==> src/rtl/blitz_scoreboard_if.sv <==
// Handshake and display bundle between the binary-blitz round timer/target stage,
// the scoreboard and the board I/O.
interface blitz_scoreboard_if;
    logic       start;
    logic       round_end;
    logic [3:0] target;
    logic [3:0] answer;
    logic       round_enable;
    logic       result_valid;
    logic       result_correct;
    logic [7:0] score_tens_seg;
    logic [7:0] score_ones_seg;
    logic [3:0] lives_led;
    logic       game_over;
    logic       game_won;

    modport master (
        output start, round_end, target, answer,
        input  round_enable, result_valid, result_correct,
        input  score_tens_seg, score_ones_seg, lives_led, game_over, game_won
    );

    modport slave (
        input  start, round_end, target, answer,
        output round_enable, result_valid, result_correct,
        output score_tens_seg, score_ones_seg, lives_led, game_over, game_won
    );
endinterface

==> src/rtl/blitz_scoreboard.sv <==
// Binary-blitz scoreboard: judges each round, keeps BCD score, streak and lives,
// sequences IDLE/PLAY/SHOW/OVER and drives the score digits and lives bar.
module blitz_scoreboard #(
    parameter int unsigned MAX_LIVES    = 3,
    parameter int unsigned SHOW_CYCLES  = 5000000,
    parameter int unsigned TARGET_SCORE = 20,
    parameter int unsigned STREAK_BONUS = 3
) (
    input logic               clk,
    input logic               rst,
    blitz_scoreboard_if.slave bus
);

    localparam int unsigned CNT_W   = (SHOW_CYCLES > 1) ? $clog2(SHOW_CYCLES) : 1;
    localparam int unsigned LIVES_W = 3;

    typedef enum logic [1:0] {IDLE, PLAY, SHOW, OVER} state_t;

    state_t             state_q, state_d;
    logic [3:0]         tens_q, tens_d, ones_q, ones_d;
    logic [3:0]         streak_q, streak_d;
    logic [LIVES_W-1:0] lives_q, lives_d;
    logic [CNT_W-1:0]   cnt_q, cnt_d;
    logic               correct_q, correct_d;
    logic               won_q, won_d;
    logic               valid_d;
    logic [4:0]         sum;
    logic [6:0]         score_bin;

    function automatic logic [7:0] seg7(input logic [3:0] d);
        case (d)
            4'd0:    return 8'hC0;
            4'd1:    return 8'hF9;
            4'd2:    return 8'hA4;
            4'd3:    return 8'hB0;
            4'd4:    return 8'h99;
            4'd5:    return 8'h92;
            4'd6:    return 8'h82;
            4'd7:    return 8'hF8;
            4'd8:    return 8'h80;
            4'd9:    return 8'h90;
            default: return 8'hFF;
        endcase
    endfunction

    function automatic logic [3:0] therm(input logic [LIVES_W-1:0] n);
        logic [7:0] t;
        t = (8'd1 << n) - 8'd1;
        return t[3:0];
    endfunction

    assign score_bin          = 7'(tens_q) * 7'd10 + 7'(ones_q);
    assign bus.result_correct = correct_q;
    assign bus.game_won       = won_q;

    // Next-state, scoring and round-judgement logic
    always_comb begin
        state_d   = state_q;
        tens_d    = tens_q;
        ones_d    = ones_q;
        streak_d  = streak_q;
        lives_d   = lives_q;
        cnt_d     = cnt_q;
        correct_d = correct_q;
        won_d     = won_q;
        valid_d   = 1'b0;
        sum       = 5'd0;
        case (state_q)
            IDLE, OVER: begin
                if (bus.start) begin
                    state_d  = PLAY;
                    tens_d   = 4'd0;
                    ones_d   = 4'd0;
                    lives_d  = LIVES_W'(MAX_LIVES);
                    streak_d = 4'd0;
                    won_d    = 1'b0;
                    cnt_d    = '0;
                end
            end
            PLAY: begin
                if (bus.round_end) begin
                    state_d = SHOW;
                    cnt_d   = '0;
                    valid_d = 1'b1;
                    if (bus.answer == bus.target) begin
                        correct_d = 1'b1;
                        sum = 5'(ones_q) + ((32'(streak_q) >= STREAK_BONUS) ? 5'd2 : 5'd1);
                        if (sum >= 5'd10) begin
                            // carry out of the tens digit saturates the score at 99
                            if (tens_q == 4'd9) begin
                                ones_d = 4'd9;
                            end else begin
                                tens_d = tens_q + 4'd1;
                                ones_d = 4'(sum - 5'd10);
                            end
                        end else begin
                            ones_d = sum[3:0];
                        end
                        streak_d = (streak_q == 4'd15) ? 4'd15 : streak_q + 4'd1;
                    end else begin
                        correct_d = 1'b0;
                        lives_d   = (lives_q == '0) ? '0 : lives_q - LIVES_W'(1);
                        streak_d  = 4'd0;
                    end
                end
            end
            SHOW: begin
                if (cnt_q == CNT_W'(SHOW_CYCLES - 1)) begin
                    if (lives_q == '0) begin
                        state_d = OVER;
                        won_d   = 1'b0;
                    end else if (score_bin >= 7'(TARGET_SCORE)) begin
                        state_d = OVER;
                        won_d   = 1'b1;
                    end else begin
                        state_d = PLAY;
                    end
                end else begin
                    cnt_d = cnt_q + CNT_W'(1);
                end
            end
            default: state_d = IDLE;
        endcase
    end

    // State and registered outputs; display is decoded from next-state score
    always_ff @(posedge clk) begin
        if (rst) begin
            state_q            <= IDLE;
            tens_q             <= 4'd0;
            ones_q             <= 4'd0;
            streak_q           <= 4'd0;
            lives_q            <= LIVES_W'(MAX_LIVES);
            cnt_q              <= '0;
            correct_q          <= 1'b0;
            won_q              <= 1'b0;
            bus.round_enable   <= 1'b0;
            bus.result_valid   <= 1'b0;
            bus.game_over      <= 1'b0;
            bus.score_tens_seg <= 8'hC0;
            bus.score_ones_seg <= 8'hC0;
            bus.lives_led      <= therm(LIVES_W'(MAX_LIVES));
        end else begin
            state_q            <= state_d;
            tens_q             <= tens_d;
            ones_q             <= ones_d;
            streak_q           <= streak_d;
            lives_q            <= lives_d;
            cnt_q              <= cnt_d;
            correct_q          <= correct_d;
            won_q              <= won_d;
            bus.round_enable   <= (state_d == PLAY);
            bus.result_valid   <= valid_d;
            bus.game_over      <= (state_d == OVER);
            bus.score_tens_seg <= seg7(tens_d);
            bus.score_ones_seg <= seg7(ones_d);
            bus.lives_led      <= therm(lives_d);
        end
    end

endmodule

==> src/flat_wrapper.sv <==
// flat-port wrapper written by rule: the top's interface ports become plain ports
module blitz_scoreboard_flat 
#(
    parameter int unsigned MAX_LIVES    = 3,
    parameter int unsigned SHOW_CYCLES  = 5000000,
    parameter int unsigned TARGET_SCORE = 20,
    parameter int unsigned STREAK_BONUS = 3
)
  (clk, rst, bus_start, bus_round_end, bus_target, bus_answer, bus_round_enable, bus_result_valid, bus_result_correct, bus_score_tens_seg, bus_score_ones_seg, bus_lives_led, bus_game_over, bus_game_won);
  blitz_scoreboard_if bus_i ();
  input logic clk;
  input logic rst;
  input wire logic [$bits(bus_i.start)-1:0] bus_start;
  input wire logic [$bits(bus_i.round_end)-1:0] bus_round_end;
  input wire logic [$bits(bus_i.target)-1:0] bus_target;
  input wire logic [$bits(bus_i.answer)-1:0] bus_answer;
  output wire logic [$bits(bus_i.round_enable)-1:0] bus_round_enable;
  output wire logic [$bits(bus_i.result_valid)-1:0] bus_result_valid;
  output wire logic [$bits(bus_i.result_correct)-1:0] bus_result_correct;
  output wire logic [$bits(bus_i.score_tens_seg)-1:0] bus_score_tens_seg;
  output wire logic [$bits(bus_i.score_ones_seg)-1:0] bus_score_ones_seg;
  output wire logic [$bits(bus_i.lives_led)-1:0] bus_lives_led;
  output wire logic [$bits(bus_i.game_over)-1:0] bus_game_over;
  output wire logic [$bits(bus_i.game_won)-1:0] bus_game_won;
  assign bus_i.start = bus_start;
  assign bus_i.round_end = bus_round_end;
  assign bus_i.target = bus_target;
  assign bus_i.answer = bus_answer;
  assign bus_round_enable = bus_i.round_enable;
  assign bus_result_valid = bus_i.result_valid;
  assign bus_result_correct = bus_i.result_correct;
  assign bus_score_tens_seg = bus_i.score_tens_seg;
  assign bus_score_ones_seg = bus_i.score_ones_seg;
  assign bus_lives_led = bus_i.lives_led;
  assign bus_game_over = bus_i.game_over;
  assign bus_game_won = bus_i.game_won;
  blitz_scoreboard #(.MAX_LIVES(MAX_LIVES), .SHOW_CYCLES(SHOW_CYCLES), .TARGET_SCORE(TARGET_SCORE), .STREAK_BONUS(STREAK_BONUS)) u_core (.clk(clk), .rst(rst), .bus(bus_i));
endmodule
==> config.mk <==
export PLATFORM = sky130hd
export DESIGN_NAME = blitz_scoreboard_flat
export DESIGN_NICKNAME = d
export VERILOG_FILES = /design/src/rtl/blitz_scoreboard_if.sv /design/src/rtl/blitz_scoreboard.sv /design/src/flat_wrapper.sv
export SDC_FILE = /design/constraint.sdc
export NUM_CORES = 1
export LEC_CHECK = 0
export CORE_MARGIN = 3
export CORE_UTILIZATION = 52
export CTS_BUF_LIST = sky130_fd_sc_hd__clkbuf_16
export DETAILED_ROUTE_END_ITERATION = 7
export MAX_ROUTING_LAYER = met4
export PLACE_DENSITY = 0.77
export SETUP_SLACK_MARGIN = 0.4
export SLEW_MARGIN = 0
export SYNTH_ARGS = -nofsm -noshare
export SYNTH_HDL_FRONTEND = slang
export SYNTH_SLANG_ARGS = --single-unit
==> constraint.sdc <==
create_clock -name clk -period 3.8 [get_ports clk]
set_input_delay 0.57 -clock clk [delete_from_list [all_inputs] [get_ports clk]]
set_output_delay 0.57 -clock clk [all_outputs]
set_load 0.05 [all_outputs]
==> insert_results.sql <==
INSERT INTO impl_metrics (metric_group, metric, value, unit) VALUES
('hold_path', 'min_path_type', 'reg2reg', ''),
('synthesis', 'mappedNetlistArea', '3681', 'µm²'),
('clock_network', 'clk_root_buffer_cell', 'clkbuf_16', ''),
('grt', 'leftover_overflow_at_the_end_of_global_routing', '0', ''),
('setup_path', 'worst_setup_path_start_kind', 'flop', ''),
('pwr', 'total_switching_power', '0.0005537', 'W'),
('clock_network', 'total_number_of_clock_tree_sinks', '63', ''),
('pwr', 'power_density', '381.0', 'nW/µm²'),
('placed_design', 'postPlaceCellArea', '4179', 'µm²'),
('status', 'run_status', 'completed', ''),
('drt', 'detailedRoute.firstPassIterationCount', '5', ''),
('setup_path', 'crit_required', '4.06', 'ns'),
('finish', 'final_util', '69.25', '%'),
('grt', 'antenna_found_initial', '0', ''),
('setup_path', 'timing.critical_path.arrival', '3.71', 'ns'),
('die', 'floorplan.die_area', '8124', 'µm²'),
('drt', 'detail_route.vias_per_cell', '5.728', ''),
('sta', 'grt_setup_unrepaired', 'yes', ''),
('die', 'coreArea', '6832', 'µm²'),
('sta', 'tns_setup', '0', 'ns'),
('finish', 'drive_gt1_share', '16.97', '%'),
('setup_path', 'worst_setup_path_end_kind', 'flop', ''),
('finish', 'insertedDiodeCount', '0', ''),
('pwr', 'power_switching_share', '30.72', '%'),
('synthesis', 'avgSynthCellArea', '8.501', 'µm²'),
('die', 'rows', '30', ''),
('drt', 'drt_initial_violations', '186', ''),
('pwr', 'power_frac_seq', '39.1', '%'),
('die', 'die-height', '90.14', 'µm'),
('sta', 'finalHoldViolCount', '0', ''),
('sta', 'timing.final.ws_setup', '0.3406', 'ns'),
('grt', 'globalRoute.busiestLayer', 'met2', ''),
('clock_network', 'cts_tree', 'built', ''),
('sta', 'slew_headroom', '44.52', '%'),
('synthesis', 'synthCells', '433', ''),
('synthesis', 'synth.top_cells.by_area', 'dfxtp_1 (34%), ha_1 (9.5%), nor2_1 (5.1%), xor2_1 (3.8%), a21oi_1 (3.7%)', ''),
('synthesis', 'register_area_share_after_synthesis', '34.26', '%'),
('sta', 'final-max-slew-violation-count', '0', ''),
('sta', 'period_minus_slack', '3.459', 'ns'),
('clock_network', 'clock_latency_at_the_later_pin_of_the_worst_skew_pair', '0.33', 'ns'),
('job', 'cap_viol_max_count', '0', ''),
('synthesis', 'number_of_synthesized_flops_with_an_enable_pin', '0', ''),
('sta', 'final.setup_skew', '0.005197', 'ns'),
('synthesis', 'async_reset_ff_share', '0', '%'),
('grt', 'met2_usage', '38.83', '%'),
('placed_design', 'dp_hpwl', '6123', 'µm'),
('synthesis', 'yosysWarnings', '0', ''),
('clock_network', 'cts_buffer_depth', '2', ''),
('finish', 'multiInputGateArea', '2429', 'µm²'),
('drt', 'postRouteWirelength', '9246', 'µm'),
('die', 'floorplan.die.width', '90.14', 'µm'),
('setup_path', 'max_fo_critical_path', '7', ''),
('sta', 'achievable-frequency', '289.1', 'MHz'),
('grt', 'grtUsageTotal', '23.74', '%'),
('drt', 'route.vias.total', '3385', ''),
('pwr', 'clock_power_share', '39.4', '%'),
('grt', 'grt.met3_usage', '6.611', '%'),
('sta', 'setup_viol', '0', ''),
('synthesis', 'post_synthesis_sequential_element_count', '63', ''),
('drt', 'drc_errors', '0', ''),
('grt', 'grt_start_max_net_pins', '28', ''),
('pwr', 'power.combinational.fraction', '21.5', '%'),
('placed_design', 'place_congestion', '0.8688', ''),
('clock_network', 'clock_buffers_created_by_tritoncts', '9', ''),
('placed_design', 'numPortBuffers', '34', ''),
('pwr', 'power.internal', '0.001249', 'W'),
('synthesis', 'yosys.area.top_type_share', '34.26', '%'),
('drt', 'routed_wire_length_per_instance', '15.64', 'µm'),
('clock_network', 'clk_pin_slew', '0.05', 'ns'),
('grt', 'grt_pass1_wl', '15480', 'µm'),
('die', 'initial_core_util', '53.88', '%');
-- per-layer routing --
layer	up-vias	share of wire, %	wire length, µm
met5	-	0	0
met4	0	1.8	163
met3	19	5.0	458
met1	1617	43	3968
met2	103	50	4655
li1	1646	-	-
-- registers in the layout, summed over array words and instances, names as in the netlist --
signal,count
u_core.cnt_q,23
u_core.bus.score_ones_seg,7
u_core.bus.score_tens_seg,7
u_core.bus.lives_led,4
u_core.ones_q,4
u_core.streak_q,4
u_core.tens_q,4
u_core.lives_q,3
u_core.state_q,2
u_core.bus.game_over,1
u_core.bus.game_won,1
u_core.bus.result_correct,1
u_core.bus.result_valid,1
u_core.bus.round_enable,1
-- synthesized netlist by cell type (10+ instances only) --
master     n
inv_1     29
nand2_1   36
nor2_1    50
ha_1      28
nand4_1   11
a21oi_1   27
dfxtp_1   63
xnor2_1   10
clkbuf_1  10
xor2_1    16
o21ai_0   20
nand3_1   11
-- what timing repair did --
item,CTS,global route
pin swaps,11,12
gates resized for setup,12,20
hold buffers,0,0
setup buffers,13,4
endpoints found under the setup margin,13,14
-- layout by cell type, fill, tap and decap left out, drive strengths merged, types with 5 or more instances in the layout --
cell           instances
and3                   8
dfxtp                 63
inv                   29
buf                   26
a31oi                  5
mux2i                  9
clkinv                 5
nand4                 12
nor2                  50
nor3                   9
nor4                   5
o21ai                 21
xor2                  16
ha                    28
xnor2                 10
nand2b                 5
o31ai                  5
nand3                 11
nand2                 36
a21oi                 27
nor2b                  7
clkdlybuf4s50         34
or3                    6
clkbuf                 9
-- layout make-up --
class | count | area share [%]
tap | 96 | 2.539
sequential | 63 | 26.77
multi-input combinational | 328 | 51.34
clock buffer | 9 | 4.761
clock inverter | 6 | 0.6083
inverter | 29 | 2.407
timing repair buffer | 60 | 11.58
-- final timing paths --
| path | endpoint | slack (ns) | from | cells past startpoint |
|---|---|---|---|---|
| max | u_core.bus.score_tens_seg[4] | 0.34 | u_core.streak_q[1] | 16 |
| min | u_core.bus.result_correct | 0.51 | u_core.bus.result_correct | 2 |
| max reg2reg | u_core.bus.score_tens_seg[4] | 0.34 | u_core.streak_q[1] | 16 |
| min reg2reg | u_core.bus.result_correct | 0.51 | u_core.bus.result_correct | 2 |
-- critical path: stages (launching register included) --
cell,delay [ns]
dfxtp_4,0.35
ha_4,0.15
or3_4,0.34
inv_4,0.07
ha_4,0.12
inv_2,0.04
fa_2,0.40
xor2_4,0.18
ha_4,0.18
a21boi_4,0.14
o21ai_4,0.22
nand4_1,0.16
a32oi_2,0.32
inv_2,0.13
ha_4,0.19
mux2_2,0.26
a21oi_2,0.12
-- logic make-up after synthesis --
logic type / Yosys count / share of synthesized area (%)
AOI/OAI and AO/OA: 91 / 17.23
DFF: 63 / 34.26
and+or+nand+nor: 167 / 23.32
buffers and inverters: 43 / 4.691
muxes: 11 / 3.059
other: 1 / 0.1019
adders and majority gates: 31 / 11.15
xor gates and xnor gates: 26 / 6.186
-- power by group through the flow --
| stage | clock network, W | registers, W | logic [W] |
|---|---|---|---|
| 2_1_floorplan | 0 | 0.000768 | 0.000224 |
| 3_3_place_gp | 0 | 0.000717 | 0.000369 |
| 3_5_place_dp | 0 | 0.000719 | 0.000378 |
| 6_report | 0.000711 | 0.000705 | 0.000387 |
| 5_1_grt | 0.000748 | 0.000707 | 0.000423 |
| 4_1_cts | 0.000727 | 0.000705 | 0.000383 |
-- per-stage QoR --
| stage | hold slack [ns] | instances | power, W |
|---|---|---|---|
| 2_1_floorplan | 0.4474 | 434 | 0.0009920 |
| 3_3_place_gp | 0.4565 | 559 | 0.001086 |
| 3_5_place_dp | 0.4644 | 559 | 0.001097 |
| 4_1_cts | 0.4763 | 587 | 0.001815 |
| 5_1_grt | 0.5409 | 591 | 0.001878 |
| 6_report | 0.5070 | 591 | 0.001803 |
Power figures use the tool's default switching activity.
